## src/rtl/rotary_pkg.sv

```systemverilog
// Shared constants, quadrature state encoding and Gray-order helper
// for the rotary encoder decoder.
package rotary_pkg;

  localparam logic DIR_CW  = 1'b1;
  localparam logic DIR_CCW = 1'b0;

  localparam logic [1:0] DETENT_DEFAULT = 2'b11;
  localparam logic [3:0] BCD_MAX_DIGIT  = 4'd9;

  typedef logic signed [3:0] substep_t;
  localparam substep_t SUBSTEP_THRESHOLD = 4'sd4;

  typedef enum logic [1:0] {
    QD_00 = 2'b00,
    QD_01 = 2'b01,
    QD_10 = 2'b10,
    QD_11 = 2'b11
  } quad_t;

  // Clockwise successor in the sequence 11 -> 10 -> 00 -> 01 -> 11.
  function automatic quad_t cw_next(input quad_t q);
    quad_t r;
    case (q)
      QD_11:   r = QD_10;
      QD_10:   r = QD_00;
      QD_00:   r = QD_01;
      default: r = QD_11;
    endcase
    return r;
  endfunction

endpackage

```

## src/rtl/bcd_digit.sv

```systemverilog
// One decade digit (0..9) with increment/decrement and wrap-around;
// carry/borrow flag the 9->0 and 0->9 transitions for the next digit.
module bcd_digit
  import rotary_pkg::*;
(
  input  logic       clk_sys,
  input  logic       reset,
  input  logic       inc,
  input  logic       dec,
  output logic [3:0] value,
  output logic       carry,
  output logic       borrow
);

  assign carry  = inc && (value == BCD_MAX_DIGIT);
  assign borrow = dec && !inc && (value == 4'd0);

  always_ff @(posedge clk_sys) begin
    if (reset) begin
      value <= 4'd0;
    end else if (inc) begin
      value <= carry ? 4'd0 : value + 4'd1;
    end else if (dec) begin
      value <= borrow ? BCD_MAX_DIGIT : value - 4'd1;
    end
  end

endmodule

```

## src/rtl/rotary_decoder.sv

```systemverilog
// Debounced quadrature decoder: per-phase glitch filters feed a
// detent-to-detent step FSM that drives a two-digit BCD position count.
//
// state (prev {A,B}) | meaning
// -------------------+-------------------------------------------
// DETENT (def 11)    | encoder at rest; sub-step count evaluated, cleared
// 10                 | CW phase 1 / CCW phase 3
// 00                 | half-way between detents
// 01                 | CW phase 3 / CCW phase 1
module rotary_decoder
  import rotary_pkg::*;
#(
  parameter int         STABLE_CYCLES = 4,
  parameter logic [1:0] DETENT        = DETENT_DEFAULT
) (
  input  logic       C,
  input  logic       reset,
  input  logic       A,
  input  logic       B,
  output logic       step,
  output logic       dir,
  output logic       err,
  output logic [3:0] bcd_tens,
  output logic [3:0] bcd_ones
);

  localparam logic [7:0] CNT_LAST = 8'(STABLE_CYCLES - 1);

  logic [1:0]      raw;
  logic [1:0]      filt, filt_nxt;
  logic [1:0][7:0] cnt, cnt_nxt;

  quad_t    cur, prev, prev_nxt;
  substep_t sub, sub_nxt, moved;
  logic     step_nxt, dir_nxt, err_nxt;

  logic ones_carry, ones_borrow;
  logic tens_carry_unused, tens_borrow_unused;

  assign raw = {A, B};
  assign cur = quad_t'(filt);

  // The filtered bit flips on the STABLE_CYCLES-th consecutive mismatch.
  always_comb begin
    filt_nxt = filt;
    cnt_nxt  = cnt;
    for (int i = 0; i < 2; i++) begin
      if (raw[i] != filt[i]) begin
        if (cnt[i] == CNT_LAST) begin
          filt_nxt[i] = raw[i];
          cnt_nxt[i]  = 8'd0;
        end else begin
          cnt_nxt[i] = cnt[i] + 8'd1;
        end
      end else begin
        cnt_nxt[i] = 8'd0;
      end
    end
  end

  always_comb begin
    prev_nxt = prev;
    sub_nxt  = sub;
    moved    = sub;
    step_nxt = 1'b0;
    err_nxt  = 1'b0;
    dir_nxt  = dir;
    if (cur != prev) begin
      prev_nxt = cur;
      if ((filt ^ prev) == 2'b11) begin
        err_nxt = 1'b1;
        sub_nxt = '0;
      end else begin
        if (cw_next(prev) == cur) begin
          moved = (sub == SUBSTEP_THRESHOLD) ? sub : substep_t'(sub + 4'sd1);
        end else begin
          moved = (sub == -SUBSTEP_THRESHOLD) ? sub : substep_t'(sub - 4'sd1);
        end
        if (cur == quad_t'(DETENT)) begin
          sub_nxt = '0;
          if (moved == SUBSTEP_THRESHOLD) begin
            step_nxt = 1'b1;
            dir_nxt  = DIR_CW;
          end else if (moved == -SUBSTEP_THRESHOLD) begin
            step_nxt = 1'b1;
            dir_nxt  = DIR_CCW;
          end
        end else begin
          sub_nxt = moved;
        end
      end
    end
  end

  always_ff @(posedge C) begin
    if (reset) begin
      filt <= DETENT;
      cnt  <= '0;
      prev <= quad_t'(DETENT);
      sub  <= '0;
      step <= 1'b0;
      err  <= 1'b0;
      dir  <= 1'b0;
    end else begin
      filt <= filt_nxt;
      cnt  <= cnt_nxt;
      prev <= prev_nxt;
      sub  <= sub_nxt;
      step <= step_nxt;
      err  <= err_nxt;
      dir  <= dir_nxt;
    end
  end

  // Digits advance on the same edge that registers step.
  bcd_digit u_ones (
    .clk_sys (C),
    .reset   (reset),
    .inc     (step_nxt && (dir_nxt == DIR_CW)),
    .dec     (step_nxt && (dir_nxt == DIR_CCW)),
    .value   (bcd_ones),
    .carry   (ones_carry),
    .borrow  (ones_borrow)
  );

  bcd_digit u_tens (
    .clk_sys (C),
    .reset   (reset),
    .inc     (ones_carry),
    .dec     (ones_borrow),
    .value   (bcd_tens),
    .carry   (tens_carry_unused),
    .borrow  (tens_borrow_unused)
  );

endmodule
```

## config.mk

```make
export PLATFORM = sky130hd
export DESIGN_NAME = rotary_decoder
export DESIGN_NICKNAME = d
export VERILOG_FILES = /design/src/rtl/rotary_pkg.sv /design/src/rtl/bcd_digit.sv /design/src/rtl/rotary_decoder.sv
export SDC_FILE = /design/constraint.sdc
export NUM_CORES = 1
export LEC_CHECK = 0
export CAP_MARGIN = 20
export CORE_AREA = 2 2 80 67
export DETAILED_ROUTE_END_ITERATION = 8
export DIE_AREA = 0 0 82 69
export GPL_TIMING_DRIVEN = 0
export PLACE_DENSITY_LB_ADDON = 0.2
export SLEW_MARGIN = 20
export SYNTH_ARGS = -nofsm -noshare
export SYNTH_HDL_FRONTEND = slang
export SYNTH_HIERARCHICAL = 1
export SYNTH_SLANG_ARGS = --single-unit
```

## constraint.sdc

```tcl
create_clock -name C -period 4.6 [get_ports C]
set_input_delay 1.15 -clock C [delete_from_list [all_inputs] [get_ports C]]
set_output_delay 1.15 -clock C [all_outputs]
set_load 0.02 [all_outputs]
```

# Yosys cells after proc, flatten, opt, wreduce, memory -nomap -nowiden
# Index checks and enable logic that the tools add are counted.
# classes
n_addsub,8
bitwise,5
n_eq_ne,16
n_reduce_logical,20
n_mux,29
# ops
cell,count
$mux W4,15
$add A8 B1 Y8 const B,2
$eq A4 B4 Y1 const B,4
$eq A8 B2 Y1 const B,2
$mux W1,11
$add A4 B1 Y4 const B,2
$eq A2 B2 Y1 const B,4
$eq A4 B3 Y1 const B,2
$logic_and A1 B1 Y1,8
$logic_not A4 Y1,2
$sub A4 B1 Y4 const B,2
$pmux W2 S3,1
$reduce_or A3 Y1,2
$add A4 B2 Y4 const B,1
$mux W2,2
$not A1 Y1,4
$reduce_and A2 Y1,2
$reduce_bool A2 Y1,2
$sub A4 B2 Y4 const B,1
$eq A2 B2 Y1,1
$logic_not A1 Y1,2
$logic_not A2 Y1,1
$ne A1 B1 Y1,2
$ne A2 B2 Y1,1
other kinds (2),2
# word_totals
output_inout_bits,11
regBits,35

# Longest topological paths before layout
# logic_depth
depth_word,23
depth_mapped,14
ltp_nobuf,14

# Modules after synthesis
# Netlist, hierarchy kept.
# modules_own_cells
mod,area_per_inst_um2,instances,cells_per_inst
rotary_decoder,1413.9,1,157
bcd_digit,354.1,2,44

# Worst setup path after synthesis
# Ideal clock, no wire load.
# synth_timing
kind,reg-to-reg
start,reg sub[0]
end,reg u_tens.value[0]
path_stages_with_launch,15
n_path_buf,0
t_required_ns,4.497
arrival_time_ns,2.970
slack_ns,1.526
path_cell_list,dfxtp_1 -> inv_1 -> ha_1 -> nand2b_1 -> or4b_4 -> a21oi_2 -> o211ai_4 -> nor2b_1 -> and2b_4 -> nand2b_4 -> nor2_1 -> and2b_4 -> nand2b_4 -> a21o_1 -> a2111oi_2
# synth_via
elab_chain_cells,20
word_cells_on_any_way,37
cone_classes,add/sub: 2; eq/ne: 4; mux: 19; bitwise: 1; reduce/logical: 11
# synth_lines
item,line_no,text
"start, declared",rotary_decoder.sv:34,"substep_t sub, sub_nxt, moved;"
"start signal, assigned",rotary_decoder.sv:108,sub <= sub_nxt;
$sub A4 B2 Y4 (tied with other cells),rotary_decoder.sv:77,moved = (sub == -SUBSTEP_THRESHOLD) ? sub : substep_t'(sub - 4'sd1);
"$mux W4, on equally long branches","rotary_decoder.sv:77, rotary_decoder.sv:75",
$mux W4 *,rotary_decoder.sv:74,if (cw_next(prev) == cur) begin
$mux W4 *,rotary_decoder.sv:70,if ((filt ^ prev) == 2'b11) begin
$mux W4 *,rotary_decoder.sv:68,if (cur != prev) begin
$eq A4 B3 Y1,rotary_decoder.sv:84,end else if (moved == -SUBSTEP_THRESHOLD) begin
$mux W1,rotary_decoder.sv:84,
$mux W1,rotary_decoder.sv:81,if (moved == SUBSTEP_THRESHOLD) begin
[3 not listed],-,
$logic_and A1 B1 Y1 or $not A1 Y1 (tied branches),"rotary_decoder.sv:119, rotary_decoder.sv:120",
$logic_not A1 Y1 or $logic_and A1 B1 Y1 (tied branches),"bcd_digit.sv:16, rotary_decoder.sv:120",
$logic_and A1 B1 Y1 * (2 in a row),bcd_digit.sv:16,assign borrow = dec && !inc && (value == 4'd0);
via ones_borrow,rotary_decoder.sv:37,"logic ones_carry, ones_borrow;"
$logic_and A1 B1 Y1 (2 in a row),bcd_digit.sv:16,
$mux W4,bcd_digit.sv:24,value <= borrow ? BCD_MAX_DIGIT : value - 4'd1;
$mux W4,bcd_digit.sv:23,end else if (dec) begin
$mux W4,bcd_digit.sv:21,end else if (inc) begin
"end signal, assigned",bcd_digit.sv:22,value <= carry ? 4'd0 : value + 4'd1;
"end signal, assigned",bcd_digit.sv:24,
"end, declared",bcd_digit.sv:10,"output logic [3:0] value,"
# The timed path passes the listed nets; every way through them passes the cells marked *. The select of a mux whose other input is x is not followed.
# A chain may end at the register's enable or synchronous reset.

# Worst setup path after layout
# Same ends and word-level chain as after synthesis.

==> results.toml <==
[clock_network]
clk_pin_slew_ps = 80
cts_buffer_depth = 2
postCtsHoldBufs = 0
cts_resized = 0
numCtsBuffers = 5
ctsHtreeMaxLevel = 2
clock_latency_ps = 280
ctsRootBufferMaster = "clkbuf_8"
cts_setup_buffers = 0
cts_tree = "built"
cts_sinks = 35

[critical_path]
path_cells = "inv_1, ha_1, nand2b_1, or4b_4, a21oi_2, o211ai_4, nor2b_1, and2b_4, nand2b_4, nor2_1, and2b_4, nand2b_4, a21o_1, a2111oi_2"
end_kind = "flop"
cp.arrival_ps = 3660
critPathRequiredTime_ps = 4780
slowest_stage = "or4b_4"
worstSetupPathType = "reg2reg"
crit_path_max_fanout = 7
cp_slowest_stage_delay_ps = 510
regToRegSetupSlack_ps = 1120
start_kind = "flop"

[power_and_ir_drop]
power_density_mw_per_mm2 = 231
irDropWorstVdd_v = 0.000172
p_leak_nw = 0.871

[placement]
hpwlAfterDp_mm = 2.85
placed_cell_area_mm2 = 0.00234
numPortBuffers = 14
gp_congestion = 0.850

[grt]
grt.total_usage_pct = 14.9
grt-ovfl-total = 0
grt_max_degree = 13
grt_pass1_vias = 1584
antenna_found_initial = 0
grt_pass1_wl_mm = 6.79

[die]
core-area_mm2 = 0.00483
boundaryPins = 15
fp-row-count = 23
dieArea_mm2 = 0.00566
die_y_um = 69
die_w_um = 82
start_util_pct = 43.8

[routing]
wl_met1_mm = 2.04
dr_total_vias = 1690
top_layer = "met4"
dr_wl_met2_mm = 1.66
drt-total-wl_mm = 3.87
via_per_inst = 5.15
avgRoutedWirePerCell_um = 11.8
drt_iter0_markers = 92
wl_met3_um = 152
antenna_left = 0
drc = 0
dr.pass1.iters = 4

[timing]
setup_viol_count_final = 0
clock_skew_ps = 7.17
tns_ps = 0
fin_hold_ws_ps = 464
slew_viol_final = 0
worstMarginPinSlew_ps = 445
finalCritPeriodShare_pct = 75.6
fmax_ghz = 0.288
fin_crit_ps = 3480
rsz0062_at_grt = "no"
final-hold-violation-count = 0
slew_headroom_pct = 70.3

[layout]
n_antenna_cell = 0
layout.nets = 281
fin_util_pct = 50.2
areaGrowthSynthToFinish_pct = 14.5
fin_area_mm2 = 0.00242
layout-drive-gt1-share_pct = 12.0

[run]
maxCapViolations = 0

[yosys]
synth_area_mm2 = 0.00212
syn-num-nets = 260
syn_area_per_cell_um2 = 8.68
syn_inst = 244
yosysWarnings = 6

[outcome]
status = "completed"

[hold_path]
min_path_type = "reg2reg"
==> critical path, delay by kind of cell (launching register included) <==
kind	cells	cell delay, ps
adders and majority gates	1	230
and+or+nand+nor	8	1820
AOI/OAI and AO/OA	4	850
DFF	1	390
buffers and inverters	1	90
==> cell usage in the layout (no fill, tap or decap), types with 10 or more instances in the layout <==
| master | n |
|---|---|
| o21ai_0 | 10 |
| xor2_1 | 10 |
| inv_1 | 16 |
| nand2_1 | 14 |
| nor2_1 | 31 |
| xnor2_1 | 12 |
| clkdlybuf4s50_1 | 14 |
| nand3_1 | 12 |
| dfxtp_1 | 35 |
| ha_1 | 12 |
==> stage by stage <==
step	instances	power (mW)	worst slack (ps)
CTS	328	0.571	1100
global route	328	0.586	841
floorplan	244	0.336	1530
global placement	320	0.345	1160
finish	328	0.560	1120
detailed placement	320	0.346	1120
==> registers in the layout, summed over array words and instances, names as in the netlist <==
signal and count:
sub 4, prev 2, err 1, u_tens/value 4, cur 2, cnt 16, step 1, u_ones/value 4
dir 1
==> report_power, final <==
| part | internal (mW) | switching [mW] | total (mW) |
|---|---|---|---|
| Combinational | 0.0126 | 0.0167 | 0.0293 |
| Sequential | 0.306 | 0.00328 | 0.309 |
| Clock | 0.105 | 0.116 | 0.222 |
| Total | 0.424 | 0.136 | 0.560 |
==> worst paths after layout <==
kind,startpoint,end,cells past startpoint
min reg2reg,dir,dir,2
max reg2reg,sub[0],u_tens/value[0],14
min,dir,dir,2
max,sub[0],u_tens/value[0],14
==> area by class of cell <==
class                           instances  area, um2
Timing Repair Buffer                   14        140
Clock inverter                          3       20.0
Sequential cell                        35        701
Buffer                                  9       52.6
Fill cell                             498       2410
Multi-Input combinational cell        184       1310
Tap cell                               62       77.6
Clock buffer                            5       68.8
Inverter                               16       60.1
==> layer usage <==
| layer | GRT usage (%) | vias up |
|---|---|---|
| li1 | - | 892 |
| met1 | 21.5 | 769 |
| met2 | 22.0 | 27 |
| met3 | 3.53 | 2 |
| met4 | 4.07 | 0 |
| met5 | 0 | - |
No activity file was read; power rests on OpenSTA's default activity.
